File: config.mk
export PLATFORM = sky130hd
export DESIGN_NAME = sobel_row_window
export DESIGN_NICKNAME = d
export VERILOG_FILES = /design/src/rtl/sobel_row_window_pkg.sv /design/src/rtl/sobel_stall_counter.sv /design/src/rtl/sobel_row_window.sv
export SDC_FILE = /design/constraint.sdc
export NUM_CORES = 1
export LEC_CHECK = 0
export BUFFER_PORTS_ARGS = -buffer_cell sky130_fd_sc_hd__buf_2
export CAP_MARGIN = 20
export CORE_MARGIN = 10
export CORE_UTILIZATION = 45
export CTS_BUF_LIST = sky130_fd_sc_hd__clkbuf_8
export DETAILED_ROUTE_END_ITERATION = 10
export PLACE_DENSITY = 0.74
export SYNTH_ARGS = -nofsm -noshare
export SYNTH_HDL_FRONTEND = slang
export SYNTH_SLANG_ARGS = --single-unit
File: constraint.sdc
create_clock -name clk -period 2.9 [get_ports clk]
set_clock_uncertainty 0.2 [all_clocks]
set_input_delay 0.145 -clock clk [delete_from_list [all_inputs] [get_ports clk]]
set_output_delay 0.145 -clock clk [all_outputs]
set_load 0.01 [all_outputs]
File: src/rtl/sobel_row_window_pkg.sv
// Shared definitions for the Sobel row-window block.
//
// Holds the codebase-wide width and state-encoding macros, each guarded so that
// an earlier definition takes precedence. It also holds the typed state enum and
// fill-count constants that sobel_row_window uses.
//
// Optional feature macro used by this block: SOBEL_ROW_STALL_CNT_EN.

`ifndef NUM_SOBEL_ACCELERATORS
`define NUM_SOBEL_ACCELERATORS 4
`endif

`ifndef SOBEL_IDATA_WIDTH
`define SOBEL_IDATA_WIDTH ((`NUM_SOBEL_ACCELERATORS + 2) * 8)
`endif

`ifndef SOBEL_ROW_CNT_WIDTH
`define SOBEL_ROW_CNT_WIDTH 12
`endif

`ifndef SROW_FILL
`define SROW_FILL  2'd0
`endif
`ifndef SROW_VALID
`define SROW_VALID 2'd1
`endif
`ifndef SROW_WAIT
`define SROW_WAIT  2'd2
`endif
`ifndef SROW_DONE
`define SROW_DONE  2'd3
`endif

package sobel_row_window_pkg;

    typedef enum logic [1:0] {
        StFill  = `SROW_FILL,
        StValid = `SROW_VALID,
        StWait  = `SROW_WAIT,
        StDone  = `SROW_DONE
    } srow_state_e;

    // Number of rows held since the last strip_start, saturating at a full window.
    localparam logic [1:0] FillOne  = 2'd1;
    localparam logic [1:0] FillFull = 2'd3;

endpackage

File: src/rtl/sobel_stall_counter.sv
// Saturating 32-bit event counter.
//
// Ports:
//   clk    in   clock
//   reset  in   synchronous active-high reset, clears the count
//   inc    in   count one event this cycle
//   count  out  number of events seen since reset, holding at all-ones

module sobel_stall_counter (
    input  logic        clk,
    input  logic        reset,
    input  logic        inc,
    output logic [31:0] count
);

    logic [31:0] count_q;

    always_ff @(posedge clk) begin
        if (reset) begin
            count_q <= '0;
        end else if (inc && (count_q != 32'hFFFF_FFFF)) begin
            count_q <= count_q + 32'd1;
        end
    end

    assign count = count_q;

endmodule

File: src/rtl/sobel_row_window.sv
// Sliding 3-row window for one column strip of the Sobel pipeline.
//
// It accepts one image-row chunk per handshake from the row-read path. It keeps
// the three most recent rows of the current strip and presents them to the
// accelerator core as top (row1), middle (row2) and bottom (row3). The last
// window of a strip is flagged.
//
// Ports:
//   clk, reset               clock, synchronous active-high reset
//   srd2srow_valid/_data     incoming row chunk
//   srd2srow_strip_start     chunk is row 0 of a new strip
//   srow2srd_ready           chunk accepted this cycle when valid is also high
//   cfg_image_height         rows per strip, latched on an accepted strip_start
//   srow2sacc_row1/2/3_data  window rows, top to bottom
//   srow2sacc_valid/_last    window present / window's bottom row is row height-1
//   sacc2srow_ready          downstream consumes the window
//   srow_overrun             sticky: a chunk arrived after the strip ended
//   srow_stall_cycles        window-stall counter, only with SOBEL_ROW_STALL_CNT_EN

module sobel_row_window
    import sobel_row_window_pkg::*;
#(
    parameter int unsigned ROW_CNT_WIDTH = `SOBEL_ROW_CNT_WIDTH,
    parameter int unsigned IDATA_WIDTH   = `SOBEL_IDATA_WIDTH
) (
    input  logic                     clk,
    input  logic                     reset,
    input  logic                     srd2srow_valid,
    input  logic [IDATA_WIDTH-1:0]   srd2srow_data,
    input  logic                     srd2srow_strip_start,
    output logic                     srow2srd_ready,
    input  logic [ROW_CNT_WIDTH-1:0] cfg_image_height,
    output logic [IDATA_WIDTH-1:0]   srow2sacc_row1_data,
    output logic [IDATA_WIDTH-1:0]   srow2sacc_row2_data,
    output logic [IDATA_WIDTH-1:0]   srow2sacc_row3_data,
    output logic                     srow2sacc_valid,
    output logic                     srow2sacc_last,
    input  logic                     sacc2srow_ready,
    output logic                     srow_overrun
`ifdef SOBEL_ROW_STALL_CNT_EN
    ,
    output logic [31:0]              srow_stall_cycles
`endif
);

    localparam logic [ROW_CNT_WIDTH-1:0] RowOne   = ROW_CNT_WIDTH'(1);
    localparam logic [ROW_CNT_WIDTH-1:0] RowThree = ROW_CNT_WIDTH'(3);
    localparam logic [ROW_CNT_WIDTH-1:0] RowMax   = '1;

    srow_state_e              state_q, state_d;
    logic [1:0]               fill_q, fill_d;
    logic [ROW_CNT_WIDTH-1:0] row_idx_q, row_idx_d;
    logic [ROW_CNT_WIDTH-1:0] height_q, height_d;
    logic [IDATA_WIDTH-1:0]   row1_q, row1_d;
    logic [IDATA_WIDTH-1:0]   row2_q, row2_d;
    logic [IDATA_WIDTH-1:0]   row3_q, row3_d;
    logic                     overrun_q, overrun_d;

    logic win_valid;
    logic win_last;
    logic in_ready;
    logic accept;
    logic consume;
    logic shift;

    // Output decode from the registered state.
    always_comb begin
        win_valid = (state_q == StValid);
        win_last  = win_valid && (row_idx_q == (height_q - RowOne));
        // While a window is up, a new row may only enter as the old window leaves.
        // On the last window nothing may enter, because the strip closes out.
        in_ready  = win_valid ? (sacc2srow_ready && !win_last) : 1'b1;
        accept    = srd2srow_valid && in_ready;
        consume   = win_valid && sacc2srow_ready;
    end

    // Next-state logic.
    always_comb begin
        state_d   = state_q;
        fill_d    = fill_q;
        row_idx_d = row_idx_q;
        height_d  = height_q;
        overrun_d = overrun_q;
        shift     = 1'b0;

        if (accept && srd2srow_strip_start) begin
            // A strip start wins in every state and abandons any partial strip.
            state_d   = StFill;
            fill_d    = FillOne;
            row_idx_d = '0;
            height_d  = (cfg_image_height < RowThree) ? RowThree : cfg_image_height;
        end else begin
            case (state_q)
                StFill: begin
                    if (accept) begin
                        shift  = 1'b1;
                        fill_d = fill_q + 2'd1;
                        if (fill_q == (FillFull - 2'd1)) begin
                            state_d = StValid;
                        end
                    end
                end
                StValid: begin
                    if (accept) begin
                        shift = 1'b1;
                    end else if (consume) begin
                        state_d = win_last ? StDone : StWait;
                    end
                end
                StWait: begin
                    if (accept) begin
                        shift   = 1'b1;
                        state_d = StValid;
                    end
                end
                StDone: begin
                    if (accept) begin
                        overrun_d = 1'b1;
                    end
                end
                default: state_d = StFill;
            endcase
        end

        if (shift && (row_idx_q != RowMax)) begin
            row_idx_d = row_idx_q + RowOne;
        end
    end

    // Row datapath.
    always_comb begin
        row1_d = row1_q;
        row2_d = row2_q;
        row3_d = row3_q;
        if (accept && srd2srow_strip_start) begin
            row1_d = '0;
            row2_d = '0;
            row3_d = srd2srow_data;
        end else if (shift) begin
            row1_d = row2_q;
            row2_d = row3_q;
            row3_d = srd2srow_data;
        end
    end

    always_ff @(posedge clk) begin
        if (reset) begin
            state_q   <= StFill;
            fill_q    <= '0;
            row_idx_q <= '0;
            height_q  <= RowThree;
            row1_q    <= '0;
            row2_q    <= '0;
            row3_q    <= '0;
            overrun_q <= 1'b0;
        end else begin
            state_q   <= state_d;
            fill_q    <= fill_d;
            row_idx_q <= row_idx_d;
            height_q  <= height_d;
            row1_q    <= row1_d;
            row2_q    <= row2_d;
            row3_q    <= row3_d;
            overrun_q <= overrun_d;
        end
    end

    assign srow2srd_ready      = in_ready;
    assign srow2sacc_valid     = win_valid;
    assign srow2sacc_last      = win_last;
    assign srow2sacc_row1_data = row1_q;
    assign srow2sacc_row2_data = row2_q;
    assign srow2sacc_row3_data = row3_q;
    assign srow_overrun        = overrun_q;

`ifdef SOBEL_ROW_STALL_CNT_EN
    sobel_stall_counter u_stall_counter (
        .clk   (clk),
        .reset (reset),
        .inc   (win_valid && !sacc2srow_ready),
        .count (srow_stall_cycles)
    );
`endif

endmodule
; ---- After elaboration in Yosys (flattened, before gate mapping)
; Cells that the tools add are included.
[classes]
addsub = 3
n_lt_le_gt_ge = 1
eq_ne = 11
n_mux = 19
n_bitwise = 1
n_reduce_logical = 19
[ops]
columns = operator, count
row1 = 48-bit 2-to-1 mux, 2
row2 = 12-bit 2-to-1 mux, 3
row3 = 12-bit by 1-bit adder with 12-bit output (second input constant), 1
row4 = 12-bit equality test, 1
row5 = 12-bit by 2-bit < comparator with 1-bit output (second input constant), 1
row6 = 12-bit inequality test (second input constant), 1
row7 = 12-bit by 1-bit subtractor with 12-bit output (second input constant), 1
row8 = 2-bit 2-to-1 mux, 5
row9 = 1-bit 2-to-1 mux, 8
row10 = 2-bit inequality test (second input constant), 4
row11 = 2-bit nonzero test, 4
row12 = 2-bit equality test (second input constant), 3
row13 = 1-bit logical AND, 6
row14 = 2-bit case mux with 3 select lines, 1
row15 = 6-bit AND reduction, 1
row16 = 2-bit AND reduction, 2
row17 = 3-bit AND reduction, 1
row18 = 3-bit nonzero test, 1
row19 = 3-bit OR reduction, 1
row20 = 2-bit by 1-bit adder with 2-bit output (second input constant), 1
row21 = 2-bit by 1-bit equality test with 1-bit output (second input constant), 1
row22 = 2-bit zero test, 1
row23 = 2-bit by 1-bit inequality test with 1-bit output (second input constant), 1
row24 = 2-bit OR reduction, 1
row25 = other kinds (2), 2
[word_totals]
reg_bits = 173
input_bits = 65
output_inout_bits = 148

; ---- Longest topological paths before layout
; Gate-level depths: netlist (run 1).
[depth]
ltp_word = 12
depth_mapped = 12

; ---- Worst setup path before layout (run 1)
; OpenSTA, ideal clock, no wires.
[synth_path]
kind = reg-to-reg
from = register height_q[0]
to = register row2_q[31], in the netlist srow2sacc_row2_data[31]
setup_ps = 117
t_arrival_ps = 2450
t_required_ps = 2583
slack_ps = 133
path_stages_with_launch = 12
n_path_buf = 2
period_less_slack_ps = 2767
path_cell_list = dfxtp_1 > inv_1 > ha_1 > nor4b_2 > a211o_1 > nand3_1 > and4b_1 > a211oi_2 > buf_4 > buf_4 > mux2i_1 > nor2_1
[synth_via]
elab_chain_len = 10
[synth_lines]
columns = item, line
row1 = from (decl), sobel_row_window.sv:53  ; logic [ROW_CNT_WIDTH-1:0] height_q, height_d;
row2 = from (signal assigned), sobel_row_window.sv:151  ; height_q <= RowThree;
row3 = from (signal assigned), sobel_row_window.sv:160  ; height_q <= height_d;
row4 = 12-bit by 1-bit subtractor with 12-bit output *, sobel_row_window.sv:69  ; win_last = win_valid && (row_idx_q == (height_q - RowOne));
row5 = 12-bit equality test *, sobel_row_window.sv:69
row6 = 1-bit logical AND *, sobel_row_window.sv:69
row7 = 1-bit zero test *, sobel_row_window.sv:72  ; in_ready = win_valid ? (sacc2srow_ready && !win_last) : 1'b1;
row8 = 1-bit logical AND *, sobel_row_window.sv:72
row9 = 1-bit 2-to-1 mux *, sobel_row_window.sv:72
row10 = 1-bit logical AND *, sobel_row_window.sv:73  ; accept = srd2srow_valid && in_ready;
row11 = 1-bit 2-to-1 mux, "sobel_row_window.sv:95, sobel_row_window.sv:104, sobel_row_window.sv:111"
row12 = 1-bit 2-to-1 mux, n/a
row13 = 1-bit 2-to-1 mux, sobel_row_window.sv:86  ; if (accept && srd2srow_strip_start) begin
row14 = to (signal assigned), sobel_row_window.sv:162  ; row2_q <= row2_d;
row15 = to (decl), sobel_row_window.sv:55  ; logic [IDATA_WIDTH-1:0] row2_q, row2_d;
; Every way passes the cells marked *; elsewhere a longest branch is shown, timed or not.
; A chain may end at the register's enable or synchronous reset.

; ---- Final worst setup path (run 1)
[layout_path]
from = register height_q[7]
to = register row1_q[23], in the netlist srow2sacc_row1_data[23]
[layout_via]
elab_chain_len = 10
[layout_lines]
columns = item, line
row1 = 12-bit by 1-bit subtractor with 12-bit output *, sobel_row_window.sv:69
row2 = 12-bit equality test *, sobel_row_window.sv:69
row3 = 1-bit logical AND *, sobel_row_window.sv:69
row4 = 1-bit zero test *, sobel_row_window.sv:72
row5 = 1-bit logical AND *, sobel_row_window.sv:72
row6 = 1-bit 2-to-1 mux *, sobel_row_window.sv:72
row7 = 1-bit logical AND *, sobel_row_window.sv:73
row8 = 1-bit 2-to-1 mux, "sobel_row_window.sv:95, sobel_row_window.sv:104, sobel_row_window.sv:111"
row9 = 1-bit 2-to-1 mux, n/a
row10 = 1-bit 2-to-1 mux, sobel_row_window.sv:86
row11 = to (signal assigned), sobel_row_window.sv:161  ; row1_q <= row1_d;
row12 = to (decl), sobel_row_window.sv:54  ; logic [IDATA_WIDTH-1:0] row1_q, row1_d;
; Marked as above.

==> results of run 1 <==
[worst reg2reg max path, cell delays in order (launching register included)]
cell	delay [ns]
dfxtp_2	0.35
buf_4	0.16
or4_4	0.49
nand4_1	0.13
o22ai_2	0.12
o211a_1	0.29
a211oi_4	0.27
buf_6	0.18
buf_12	0.17
clkbuf_16	0.18
mux2i_1	0.19
nor2_1	0.09
[logic make-up (layout without fill, tap and decap cells)]
family                     after synthesis  count (layout)
muxes                                  103             103
buffers and inverters                   79             380
and+or+nand+nor                        234             234
xor gates and xnor gates                16              16
adders and majority gates                3               3
AOI/OAI and AO/OA                      154             154
DFF                                    173             173
[worst max path at each step]
stage | startpoint | endpoint | slack (ns) | depth (start not counted)
6_report | height_q[7]$_SDFFE_PP0P_ | srow2sacc_row1_data[23]$_SDFFE_PP0P_ | -0.02 | 11
5_1_grt | height_q[7]$_SDFFE_PP0P_ | srow2sacc_row1_data[23]$_SDFFE_PP0P_ | -0.12 | 11
4_1_cts | height_q[10]$_SDFFE_PP0P_ | srow2srd_ready | -0.02 | 9
3_5_place_dp | height_q[5]$_SDFFE_PP0P_ | srow2sacc_row2_data[15]$_SDFFE_PP0P_ | -0.03 | 9
3_3_place_gp | height_q[5]$_SDFFE_PP0P_ | srow2sacc_row1_data[11]$_SDFFE_PP0P_ | 0.005 | 9
2_1_floorplan | height_q[0]$_SDFFE_PP1P_ | srow2sacc_row2_data[31]$_SDFFE_PP0P_ | 0.13 | 11
[power by group]
| part | total (mW) | internal (mW) | switching, mW |
|---|---|---|---|
| registers | 2.50 | 2.44 | 0.0569 |
| logic | 0.755 | 0.367 | 0.388 |
| clock network | 1.72 | 0.781 | 0.935 |
[cells in the final DEF, fill, tap and decap left out, types with 4 or more instances in the layout]
master         count
inv_6              6
xor2_1             6
dlygate4sd3_1     63
a21oi_1           55
dfxtp_1          166
xnor2_1           10
and2_1             4
clkbuf_8          17
inv_1             12
and3_1             5
nand3_1           54
buf_2            212
nor2_1           118
o211a_1            5
nor3_1             6
buf_4             37
mux2i_1          100
nand2_1           10
clkbuf_16          8
o211ai_1          49
buf_6              5
buf_12             7
dfxtp_2            7
nand2b_1           4
a31o_2             5
nand4_1            5
[routing by layer]
metal	routed length, um	vias up	GRT usage, %
met2	11420	323	32.46
met3	1751	71	4.945
li1	-	3299	-
met1	10250	3323	25.37
met4	999	0	9.663
met5	0	-	0
[layout make-up]
cell class	instances	area [um^2]
Inverter	11	41.29
Fill cell	1265	5659
Multi-Input combinational cell	510	3627
Clock inverter	15	160.2
Sequential cell	173	3472
Clock buffer	17	234.0
Tap cell	216	270.3
Timing Repair Buffer	337	2479
[per-stage QoR]
step                      power [mW]  instances  setup TNS, ns  util (%)  cell area (um^2)
after floorplan                2.896        762              0         -              7330
after global routing           5.157       1279         -4.581     64.50             10280
after CTS                      4.918       1265       -0.02134     62.01              9886
after detailed placement       3.131       1165        -0.4375     54.77              8732
after global placement         3.124       1165              0     54.77              8732
final                          4.966       1279       -0.02778     64.50             10280
[sequential cells by signal (all words and copies together), names as in the netlist]
signal               flops
srow2sacc_row1_data     48
srow2sacc_row2_data     48
srow2sacc_row3_data     48
height_q                12
row_idx_q               12
fill_q                   2
state_q                  2
srow_overrun             1
[what timing repair did]
item,CTS,global route
endpoints found under the setup margin,45,173
gates cloned,1,10
hold buffers,63,0
hold endpoints to repair,63,0
buffers inserted,4,4
pin swaps,7,15
gates resized for setup,20,30
==> flow_metrics.py, run 1 <==
metrics = {
    "outcome": {
        "status": "finished with violations",
        "violations": "setup timing",
    },
    "clock_tree": {
        "clk_path_buf_depth": 2,
        "clk_root_buffer_cell": "clkbuf_8",
        "cts_tree": "done",
        "cts-buffers-inserted": 17,
        "clk_pin_slew_worst_paths_ns": 0.10,
        "cts_sinks": 173,
        "clock_latency_ns": 0.47,
        "htreeDepth": 4,
    },
    "critical_path": {
        "crit_chain": "buf_4 > or4_4 > nand4_1 > o22ai_2 > o211a_1 > a211oi_4 > buf_6 > buf_12 > clkbuf_16 > mux2i_1 > nor2_1",
        "slowest_delay_ns": 0.49,
        "path_delay_family": "simple AND/OR/NAND/NOR gates",
        "path_class": "reg -> reg",
        "worstRegToRegCells": 11,
        "cp-start-kind": "flip-flop",
        "reg2reg_to": "srow2sacc_row1_data[23]$_SDFFE_PP0P_",
        "rr_startpoint": "height_q[7]$_SDFFE_PP0P_",
        "path_max_fanout": 7,
        "cp_slowest_cell": "or4_4",
        "crit_buf_inv": 4,
        "rrSetupSlack_ns": -0.02,
        "cp.required_ns": 3.05,
        "crit_path_end_kind": "flip-flop",
        "crit_arrival_ns": 3.07,
    },
    "die": {
        "row_count": 46,
        "die_h_um": 147.6,
        "die_area_um2": 21790,
        "coreArea_um2": 15940,
        "start_util_pct": 45.97,
        "io-pin-count": 213,
        "die_w_um": 147.6,
    },
    "logic_synthesis": {
        "synth_compound_area_share_pct": 14.71,
        "ys_ff_latch": 173,
        "synthTopCellsByArea": "dfxtp_1 47%, mux2i_1 14%, nor2_1 6.0%, o211ai_1 5.0%, a21oi_1 3.8%",
        "synthXorXnorAreaFrac_pct": 1.912,
        "synth.cell_area_um2": 7330,
        "yosys.area.top_type": "dfxtp_1",
        "synthesis.nets": 830,
        "ys_top_cells_by_count": "173 x dfxtp_1, 118 x nor2_1, 103 x mux2i_1",
        "yosys_most_used_dff": "dfxtp_1",
        "async_flop_share_pct": 0,
        "synthSimpleGateAreaFrac_pct": 15.77,
        "synth_fa_ha_area_share_pct": 0.5121,
        "yosysMostFrequentCell": "dfxtp_1",
        "syn-instance-count": 762,
        "synth_top_area_share_pct": 47.25,
        "syn_area_per_cell_um2": 9.619,
        "ys_seq_area_share_pct": 47.25,
        "synth.distinct_cells": 64,
        "yosysWarnings": 0,
        "synth-edff-count": 0,
        "synth_top_family_by_area": "simple AND/OR/NAND/NOR gates",
        "synth_mux_area_share_pct": 14.07,
    },
    "grt": {
        "grt_max_degree": 47,
        "grt_pass1_vias": 6920,
        "grt_usage_pct": 20.37,
        "antenna_found_initial": 0,
        "grt_pass1_wl_um": 36630,
        "gr-total-overflow": 0,
    },
    "finish": {
        "area_delta_synth_final_pct": 40.30,
        "nets": 1118,
        "drive_gt1_share_pct": 32.93,
        "antenna_cells": 0,
    },
    "sta": {
        "rsz0062_at_grt": "yes",
        "setup_viol": 3,
        "tightest_slew_ns": 0.6504,
        "fin_crit_sh_pct": 100.6,
        "hold_violations": 0,
        "maxSlewHeadroom_pct": 56.64,
        "period_minus_slack_ns": 2.916,
        "layout_setup_ws_ns": -0.01639,
        "whs_ns": 0.04913,
        "max_freq_mhz": 342.9,
        "slew_violations": 0,
    },
    "min_path": {
        "hp-class": "in -> reg",
        "worstHoldStart": "srd2srow_valid",
        "hold_end": "srow2sacc_row3_data[44]$_SDFFE_PP0P_",
        "hold_depth": 3,
    },
    "flow_run": {
        "maxCapViolCount": 0,
    },
    "placed_design": {
        "dp_hpwl_um": 15530,
        "pre_cts_slack_ns": -0.03197,
        "portBuffers": 212,
        "gp_congestion": 0.8368,
    },
    "power_and_ir_drop": {
        "peakVddDrop_mv": 0.3228,
        "powerDensity_nw_per_um2": 482.9,
        "total_leakage_power_nw": 4.557,
    },
    "detailed_routing": {
        "drt_iter0_markers": 314,
        "vias": 7016,
        "drcViolationCount": 0,
        "wl_per_cell_um": 19.09,
        "drtAntennaViolNets": 0,
        "dr.pass1.iters": 5,
        "vias_per_cell": 5.486,
        "routed_wl_um": 24420,
    },
}
Note: power is estimated with default switching activity, not from simulation.
==> run 2, diff against run 1 <==
--- a/config.mk
+++ b/config.mk
@@ -5,13 +5,14 @@
 export SDC_FILE = /design/constraint.sdc
 export NUM_CORES = 1
 export LEC_CHECK = 0
-export BUFFER_PORTS_ARGS = -buffer_cell sky130_fd_sc_hd__buf_2
 export CAP_MARGIN = 20
 export CORE_MARGIN = 10
 export CORE_UTILIZATION = 45
 export CTS_BUF_LIST = sky130_fd_sc_hd__clkbuf_8
+export CTS_CLUSTER_DIAMETER = 40
 export DETAILED_ROUTE_END_ITERATION = 10
-export PLACE_DENSITY = 0.74
+export DONT_BUFFER_PORTS = 1
 export SYNTH_ARGS = -nofsm -noshare
 export SYNTH_HDL_FRONTEND = slang
+export SYNTH_HIERARCHICAL = 1
 export SYNTH_SLANG_ARGS = --single-unit
==> flow_metrics.py, run 2 <==
metrics = {
    "clock_tree": {
        "clk_pin_slew_worst_paths_ns": 0.10,
        "htreeDepth": 4,
        "cts-buffers-inserted": 17,
        "clk_root_buffer_cell": "clkbuf_8",
        "clock_latency_ns": 0.45,
        "clk_path_buf_depth": 2,
        "cts_sinks": 173,
        "cts_tree": "done",
    },
    "placed_design": {
        "gp_congestion": 0.7931,
        "portBuffers": 0,
        "dp_cells": 958,
        "place_area_um2": 7711,
        "dp_hpwl_um": 15050,
    },
    "critical_path": {
        "endpoint": "srow2sacc_row1_data[30]$_SDFFE_PP0P_",
        "worstRegToRegCells": 10,
        "crit_path_end_kind": "flip-flop",
        "path_class": "reg -> reg",
        "cp.required_ns": 3.04,
        "crit_start": "height_q[5]$_SDFFE_PP0P_",
        "path_max_fanout": 9,
        "rr_startpoint": "height_q[5]$_SDFFE_PP0P_",
        "reg2reg_to": "srow2sacc_row1_data[30]$_SDFFE_PP0P_",
        "crit_arrival_ns": 3.00,
        "rrSetupSlack_ns": 0.04,
        "cp-start-kind": "flip-flop",
    },
    "finish": {
        "final-instance-count-excl-fill": 1073,
        "nets": 911,
        "area_delta_synth_final_pct": 26.20,
        "final_cell_mix": "168 x dfxtp_1, 117 x nor2_1, 101 x mux2i_1",
        "drive_gt1_share_pct": 16.59,
        "stdcell_area_um2": 9250,
        "fill_cells": 1340,
        "final_common_cell": "dfxtp_1",
    },
    "detailed_routing": {
        "vias_per_cell": 5.714,
        "wl_per_cell_um": 21.19,
        "drt_iter0_markers": 286,
        "drcViolationCount": 0,
        "dr.pass1.iters": 6,
        "vias": 6131,
        "drtAntennaViolNets": 0,
        "routed_wl_um": 22740,
    },
    "grt": {
        "grt_pass1_wl_um": 34960,
        "gr-total-overflow": 0,
        "antenna_found_initial": 0,
        "grt_usage_pct": 19.69,
        "grt_max_degree": 67,
        "grt_pass1_vias": 6137,
    },
    "logic_synthesis": {
        "async_flop_share_pct": 0,
        "ys_top_cells_by_count": "173 x dfxtp_1, 118 x nor2_1, 103 x mux2i_1",
        "syn_area_per_cell_um2": 9.619,
        "yosys_most_used_dff": "dfxtp_1",
        "ys_seq_area_share_pct": 47.25,
        "synthTopCellsByArea": "dfxtp_1 47%, mux2i_1 14%, nor2_1 6.0%, o211ai_1 5.0%, a21oi_1 3.8%",
        "yosysMostFrequentCell": "dfxtp_1",
        "syn-instance-count": 762,
        "yosysWarnings": 6,
        "synthesis.nets": 830,
        "synth_top_area_share_pct": 47.25,
        "ys_ff_latch": 173,
        "synth.distinct_cells": 64,
        "synth-edff-count": 0,
        "yosys.area.top_type": "dfxtp_1",
        "synth.cell_area_um2": 7330,
    },
    "die": {
        "io-pin-count": 213,
        "start_util_pct": 45.97,
        "row_count": 46,
        "die_h_um": 147.6,
        "coreArea_um2": 15940,
        "die_w_um": 147.6,
        "die_area_um2": 21790,
    },
    "flow_run": {
        "maxCapViolCount": 0,
    },
    "min_path": {
        "hp-class": "in -> reg",
    },
    "power_and_ir_drop": {
        "peakVddDrop_mv": 0.2702,
        "total_leakage_power_nw": 3.550,
        "finalPower_mw": 5.005,
        "powerDensity_nw_per_um2": 541.1,
    },
    "sta": {
        "fin_setup_tns_ns": 0,
        "setup_viol": 0,
        "maxSlewHeadroom_pct": 63.20,
        "fin_crit_sh_pct": 98.61,
        "rsz0062_at_grt": "yes",
        "max_freq_mhz": 349.7,
        "hold_violations": 0,
        "slew_violations": 0,
        "tightest_slew_ns": 0.5521,
        "period_minus_slack_ns": 2.860,
    },
    "outcome": {
        "status": "complete, no violations",
    },
}
## run 2: worst min-delay path by stage
stage	cells after the start	slack [ns]	from	to
floorplan	1	0.07	cfg_image_height[10]	height_q[10]$_SDFFE_PP0P_
global placement	1	0.03	reset	fill_q[0]$_SDFFE_PP0P_
detailed placement	1	0.03	reset	height_q[3]$_SDFFE_PP0P_
CTS	3	0.02	cfg_image_height[3]	height_q[1]$_SDFFE_PP1P_
global route	4	0.06	srd2srow_valid	srow2sacc_row3_data[17]$_SDFFE_PP0P_
finish	3	0.05	cfg_image_height[3]	height_q[1]$_SDFFE_PP1P_
## run 2: cell type report
type,instances,area [um^2],share of cell area [%]
Clock buffer,18,247.7,2.678
Multi-Input combinational cell,510,3608,39.01
Inverter,11,41.29,0.4464
Antenna cell,1,2.502,0.02705
Tap cell,216,270.3,2.922
Clock inverter,14,193.9,2.097
Sequential cell,173,3472,37.54
Timing Repair Buffer,130,1414,15.28
## run 2: cell families (layout without fill, tap and decap cells)
logic type | count (synthesis) | in the layout | share of synthesized area [%]
AOI/OAI and AO/OA | 154 | 154 | 14.71
xor gates and xnor gates | 16 | 16 | 1.912
adders and majority gates | 3 | 3 | 0.5122
buffers and inverters | 79 | 173 | 5.770
DFF | 173 | 173 | 47.25
muxes | 103 | 103 | 14.07
other | 0 | 1 | 0
and+or+nand+nor | 234 | 234 | 15.77
## run 2: repair_timing
| action | CTS | global route |
|---|---|---|
| pin swaps | 1 | 8 |
| cloned | 0 | 5 |
| hold buffers | 69 | 0 |
| setup buffers | 1 | 7 |
| endpoints found under the hold margin | 77 | 0 |
| setup endpoints to repair | 61 | 166 |
| resized for setup | 12 | 32 |
## run 2: per-layer routing
layer,GRT usage [%],part of all wire (%)
met1,22.73,39
met2,31.65,48
met3,9.066,11
met4,6.640,1.9
met5,0,0
## run 2: per-stage QoR
step / utilization (%) / worst slack (ns) / hold slack [ns]
4_1_cts: 55.93 / 0.0008258 / 0.02006
3_5_place_dp: 48.37 / -0.05250 / 0.02952
3_3_place_gp: 48.37 / 0.04825 / 0.02602
5_1_grt: 58.00 / -0.05942 / 0.06113
6_report: 58.02 / 0.04045 / 0.04719
2_1_floorplan: - / 0.1329 / 0.07048
## run 2: where the power goes
group	internal [mW]	switching, mW	leakage, nW
Combinational	0.295	0.309	1.92
Sequential	2.44	0.0999	1.41
Clock	0.912	0.951	0.224
Total	3.64	1.36	3.55
## run 2: critical path: stages, from the launching register on
cell and delay [ns]:
dfxtp_2 0.34, or4_1 0.60, nand4_1 0.15, o22ai_2 0.12, o211a_1 0.29, a211oi_4 0.27, buf_6 0.16, buf_8 0.15
clkbuf_16 0.17, mux2i_1 0.22, nor2_1 0.07
